**config.mk**
```make
export PLATFORM = sky130hd
export DESIGN_NAME = board_serial_tx
export DESIGN_NICKNAME = d
export VERILOG_FILES = /design/src/rtl/board_serial_tx.sv
export SDC_FILE = /design/constraint.sdc
export NUM_CORES = 1
export LEC_CHECK = 0
export CAP_MARGIN = 25
export CORE_UTILIZATION = 25
export CTS_CLUSTER_SIZE = 12
export DETAILED_ROUTE_END_ITERATION = 12
export PLACE_DENSITY_LB_ADDON = 0.12
export SLEW_MARGIN = 15
export SYNTH_ARGS = -nofsm -noshare
export SYNTH_HDL_FRONTEND = slang
export SYNTH_SLANG_ARGS = --single-unit
```
**constraint.sdc**
```tcl
create_clock -name clka -period 2.9 [get_ports clka]
set_clock_uncertainty 0.05 [all_clocks]
set_input_delay 0.29 -clock clka [delete_from_list [all_inputs] [get_ports clka]]
set_output_delay 0.29 -clock clka [all_outputs]
set_load 0.05 [all_outputs]
```
**src/rtl/board_serial_tx.sv**
```systemverilog
// board_serial_tx: snapshots the dp board image on a frame request and
// shifts it off-chip to the LED-matrix driver as a 4-bit header plus
// BOARD_W board bits, MSB first, closed by a latch strobe.
//
// Ports
//   clka        system clock, rising edge
//   restart_n   asynchronous active-low reset
//   board_in    board image (bit BOARD_W-1 = top-left cell)
//   error_in    dp error flag, sent as header bit 2
//   touched_in  dp touched flag, sent as header bit 3
//   frame_req   start one frame (honoured only when idle)
//   busy        high while shifting or latching
//   ser_clk     serial clock, data valid on its rising edge
//   ser_data    serial data
//   ser_latch   display latch strobe, DIV cycles wide
//   frame_done  one-cycle pulse after the latch strobe
module board_serial_tx #(
    parameter int BOARD_W = 32,
    parameter int DIV     = 4
) (
    input  logic               clka,
    input  logic               restart_n,
    input  logic [BOARD_W-1:0] board_in,
    input  logic               error_in,
    input  logic               touched_in,
    input  logic               frame_req,
    output logic               busy,
    output logic               ser_clk,
    output logic               ser_data,
    output logic               ser_latch,
    output logic               frame_done
);

    localparam int FW = BOARD_W + 4;
    localparam int BW = $clog2(FW);
    localparam int DW = $clog2(2 * DIV);

    localparam logic [BW-1:0] BCNT_INIT = BW'(BOARD_W + 3);
    localparam logic [DW-1:0] D_HALF    = DW'(DIV);
    localparam logic [DW-1:0] D_LAST    = DW'(2 * DIV - 1);
    localparam logic [DW-1:0] L_LAST    = DW'(DIV - 1);

    typedef enum logic [1:0] {
        S_IDLE,
        S_SHIFT,
        S_LATCH,
        S_DONE
    } state_t;

    state_t          r_state, w_state_nx;
    logic [FW-1:0]   r_sreg,  w_sreg_nx;
    logic [BW-1:0]   r_bcnt,  w_bcnt_nx;
    logic [DW-1:0]   r_dcnt,  w_dcnt_nx;
    logic            r_busy,  w_busy_nx;
    logic            r_sclk,  w_sclk_nx;
    logic            r_sdat,  w_sdat_nx;
    logic            r_latch, w_latch_nx;
    logic            r_done,  w_done_nx;
    logic [DW-1:0]   w_dcnt_inc;

    assign w_dcnt_inc = r_dcnt + 1'b1;

    always_ff @(posedge clka or negedge restart_n) begin
        if (!restart_n) begin
            r_state <= S_IDLE;
            r_sreg  <= '0;
            r_bcnt  <= '0;
            r_dcnt  <= '0;
            r_busy  <= 1'b0;
            r_sclk  <= 1'b0;
            r_sdat  <= 1'b0;
            r_latch <= 1'b0;
            r_done  <= 1'b0;
        end else begin
            r_state <= w_state_nx;
            r_sreg  <= w_sreg_nx;
            r_bcnt  <= w_bcnt_nx;
            r_dcnt  <= w_dcnt_nx;
            r_busy  <= w_busy_nx;
            r_sclk  <= w_sclk_nx;
            r_sdat  <= w_sdat_nx;
            r_latch <= w_latch_nx;
            r_done  <= w_done_nx;
        end
    end

    always_comb begin
        w_state_nx = r_state;
        w_sreg_nx  = r_sreg;
        w_bcnt_nx  = r_bcnt;
        w_dcnt_nx  = r_dcnt;
        w_busy_nx  = r_busy;
        w_sclk_nx  = r_sclk;
        w_sdat_nx  = r_sdat;
        w_latch_nx = r_latch;
        w_done_nx  = r_done;
        unique case (r_state)
            S_IDLE: begin
                if (frame_req) begin
                    // "10" sync pattern, then the two status LEDs
                    w_sreg_nx  = {1'b1, 1'b0, error_in,
                                  touched_in, board_in};
                    w_bcnt_nx  = BCNT_INIT;
                    w_dcnt_nx  = '0;
                    w_busy_nx  = 1'b1;
                    w_sdat_nx  = 1'b1;
                    w_state_nx = S_SHIFT;
                end
            end
            S_SHIFT: begin
                if (r_dcnt == D_LAST) begin
                    w_dcnt_nx = '0;
                    w_sclk_nx = 1'b0;
                    if (r_bcnt != '0) begin
                        // next bit appears with the falling ser_clk
                        w_sreg_nx = {r_sreg[FW-2:0], 1'b0};
                        w_sdat_nx = r_sreg[FW-2];
                        w_bcnt_nx = r_bcnt - 1'b1;
                    end else begin
                        w_sdat_nx  = 1'b0;
                        w_latch_nx = 1'b1;
                        w_state_nx = S_LATCH;
                    end
                end else begin
                    w_dcnt_nx = w_dcnt_inc;
                    w_sclk_nx = (w_dcnt_inc >= D_HALF);
                end
            end
            S_LATCH: begin
                if (r_dcnt == L_LAST) begin
                    w_dcnt_nx  = '0;
                    w_latch_nx = 1'b0;
                    w_busy_nx  = 1'b0;
                    w_done_nx  = 1'b1;
                    w_state_nx = S_DONE;
                end else begin
                    w_dcnt_nx = w_dcnt_inc;
                end
            end
            S_DONE: begin
                w_done_nx  = 1'b0;
                w_state_nx = S_IDLE;
            end
            default: begin
                w_state_nx = S_IDLE;
            end
        endcase
    end

    assign busy       = r_busy;
    assign ser_clk    = r_sclk;
    assign ser_data   = r_sdat;
    assign ser_latch  = r_latch;
    assign frame_done = r_done;

endmodule

```
==> flow_summary.rst <==
.. list-table::
   :header-rows: 1

   * - Metric
     - Value
   * - Share of synthesized registers carrying an async set or reset
     - 1.00
   * - Sw Ratio
     - 0.213
   * - Number of fill cells in the layout
     - between 1000 and 1500
   * - Via count of the routed design
     - between 2000 and 2500
   * - Postcts setup bufs
     - 0
   * - Total setup violations reported at the end of the flow
     - 0
   * - Number of antenna-violating nets in the routed design
     - 0
   * - Detail-routed via count per cell
     - 5.19
   * - Io pins
     - between 40 and 50
   * - Later-pin clock latency in the skew report
     - slightly above 300 ps
   * - Library cell with the largest summed area after synthesis
     - dfrtp_1
   * - Mean Syn Cell Area
     - roughly 10 um^2
   * - Flops & latches, synth
     - 51
   * - Post-synth EDFFs
     - 0
   * - Highest clock rate
     - between 0.3 and 0.4 GHz
   * - Combinational fraction of design power
     - 0.055
   * - Synth-to-layout area growth
     - 25.0%
   * - Non-filler cells, final
     - between 400 and 500
   * - Most repeated cell in the gate-level netlist after synthesis
     - o22ai_1
   * - Placed Instances
     - ~430
   * - Worst EP arrival
     - about 2700 ps
   * - CTS root buffer
     - clkbuf_8
   * - GRT overflow
     - 0
   * - Nets
     - 350
   * - Initial antenna violation count
     - 0
   * - Synth Flop Type
     - dfrtp_1
   * - Clock transition at the registers of the reported paths
     - about 100 ps
   * - Initial cell density of the core
     - 0.262
   * - Die area
     - ~11000 um^2
   * - Minimum clock period after layout
     - 2520 ps
   * - Sum of routed wire length over all layers
     - about 6800 um
   * - Std-Cell Rows
     - 36
   * - Static leakage
     - ~1.2 nW
   * - Net switching power of the design
     - 0.275 mW
   * - Vias in the first global route
     - 2184
   * - CTS tree
     - done
   * - Die H
     - around 100 um
   * - Int Pwr
     - just over 1 mW
   * - FF+latch area
     - between 1000 and 1500 um^2
   * - Tightest Pin Transition
     - between 700 and 800 ps
   * - Worst hold margin
     - 339 ps
   * - Post-cts gate resize count
     - 0
   * - Syn Nets
     - 314
   * - Dpl cell area
     - between 3000 and 4000 um^2
   * - Sum of negative setup slack
     - 0 ps
   * - Mapped Cells
     - 267
   * - Routed len/inst
     - 15.5 um
   * - Share of power burned in registers
     - 0.552
   * - Total power density per cell area
     - 397 nW/um^2
   * - Maximum number of pins on one net before global-route repair
     - 40
   * - Launching element type of the critical path
     - flop
   * - Antenna diode count
     - 0
   * - Final std cell area, no fill
     - around 3200 um^2
   * - Global-route wire length before repair
     - 11300 um
   * - Number of max-cap violations
     - 0
   * - Final clock period utilization by the worst path
     - 0.870
   * - Maximum root-to-sink buffer count
     - 2
   * - Worst setup path class
     - flop to flop
   * - Remaining design rule violation count
     - 0
   * - Yosys top cell area share
     - 0.492
   * - Cts bufs inserted
     - 5
   * - Detailed Place HPWL
     - 4330 um
   * - Min-Delay Path Class
     - primary input to async pin
   * - Worst vdd rail ir drop
     - approximately 0.00017 V
   * - Critical path data required time
     - 3090 ps
   * - Post-route core utilization
     - 0.327
   * - Slew Limit Fails
     - 0
   * - # port buffers
     - 41
   * - Synthesized area
     - between 2000 and 3000 um^2
   * - Core area
     - between 9000 and 10000 um^2
   * - Iter 0 DRT Violations
     - between 100 and 150
   * - Number of clock sinks seen by CTS
     - between 50 and 60
   * - Overall fraction of global-route tracks in use
     - 0.128
   * - Fraction of final layout cells with drive strength greater than 1
     - 0.0757
   * - Weighted congestion reported at the end of routability-driven placement
     - 0.698
   * - Register area share after synthesis
     - 0.492
   * - 1st-pass router iterations
     - 6
   * - Worst slack at placement
     - about 340 ps
   * - Status
     - finished clean
   * - Multi-input gate area
     - between 1000 and 1500 um^2
   * - Slew HR
     - 0.522
   * - Clock network fraction of design power
     - 0.393
   * - Most area-consuming cells after synthesis
     - dfrtp_1 (49%), o22ai_1 (16%), a21oi_1 (7.7%)
   * - Category of the worst setup path capture point
     - flop
   * - Max H-tree Level
     - 2
   * - Width of the die
     - just over 100 um
   * - Total power of the final layout
     - about 1.3 mW
   * - Final hold violation count
     - 0
   * - Worst setup margin
     - between 300 and 400 ps
   * - Warnings from Yosys
     - 0
   * - Setup repair after global routing missed its margin
     - false
   * - Highest fanout seen on the critical path
     - 20
   * - Most used standard cells in the synthesized netlist
     - o22ai_1 (66), dfrtp_1 (51), a21oi_1 (40), nand2_1 (16), clkbuf_1 (13)
   * - Number of library cell types mapped by synthesis
     - 32
## sequential cells by signal (all words and copies together) (netlist names)
signal / flops
busy: 1
frame_done: 1
r_bcnt: 6
r_dcnt: 3
r_sreg: 35
r_state: 2
ser_clk: 1
ser_data: 1
ser_latch: 1
## per-layer routing
layer,track usage,vias to the layer above,routed length [um]
li1,-,1092,-
met1,0.185,1097,3180
met2,0.194,75,3100
met3,0.0276,5,415
met4,0.0337,0,68
met5,0,-,0
## cells in the final DEF (no fill, tap or decap), drive strengths merged, types with 2 or more instances in the layout
master	instances
nor3b	2
nand2b	4
o22ai	66
inv	10
clkinv	2
o21ai	11
dfrtp	51
o211ai	4
buf	9
nor2	6
mux2	2
nand3b	2
clkdlybuf4s50	40
nand3	2
ha	10
clkbuf	5
a21oi	40
nand4	3
mux2i	4
nor3	3
nand2	16
## worst max-delay path: stages (launching register included)
cell      delay [ps]
dfrtp_1          390
inv_1            100
ha_1             210
or4b_1           570
o211ai_2         630
buf_12           240
o22ai_1           90
a21oi_1          170
## what timing repair did
action,CTS,global route
setup endpoints to repair,0,0
hold endpoints to repair,12,0
hold buffers,1,0
## worst paths after layout
path / from / endpoint / slack, ps / depth (start not counted)
min: restart_n / r_sreg[20] / 340 / 2
min in group clka: r_sreg[0] / r_sreg[0] / 440 / 2
min reg2reg: r_sreg[0] / r_sreg[0] / 440 / 2
max reg2reg: r_bcnt[0] / r_sreg[19] / 380 / 7
max in group asynchronous: restart_n / r_dcnt[0] / 1630 / 3
max: r_bcnt[0] / r_sreg[19] / 380 / 7
## cells by family after synthesis
logic type | after synthesis | synth area share
AOI/OAI and AO/OA | 126 | 0.289
buffers and inverters | 31 | 0.0612
adders and majority gates | 10 | 0.0482
and+or+nand+nor | 43 | 0.0853
DFF | 51 | 0.492
muxes | 6 | 0.0241
## layout make-up
type                       instances  area share
timing repair buffer              50       0.150
clock inverter                     3      0.0135
multi-input combinational        185       0.358
tap                              133      0.0513
sequential                        51       0.394
clock buffer                       5      0.0212
inverter                          10      0.0116
## power groups by stage
stage	logic, mW	clock network, mW	registers, mW
after floorplan	0.00252	0	0.725
after global placement	0.0728	0	0.725
after CTS	0.0736	0.527	0.711
final	0.0711	0.507	0.711
after global routing	0.0773	0.554	0.711
after detailed placement	0.0717	0	0.725
Note: power is estimated with default switching activity, not from simulation.
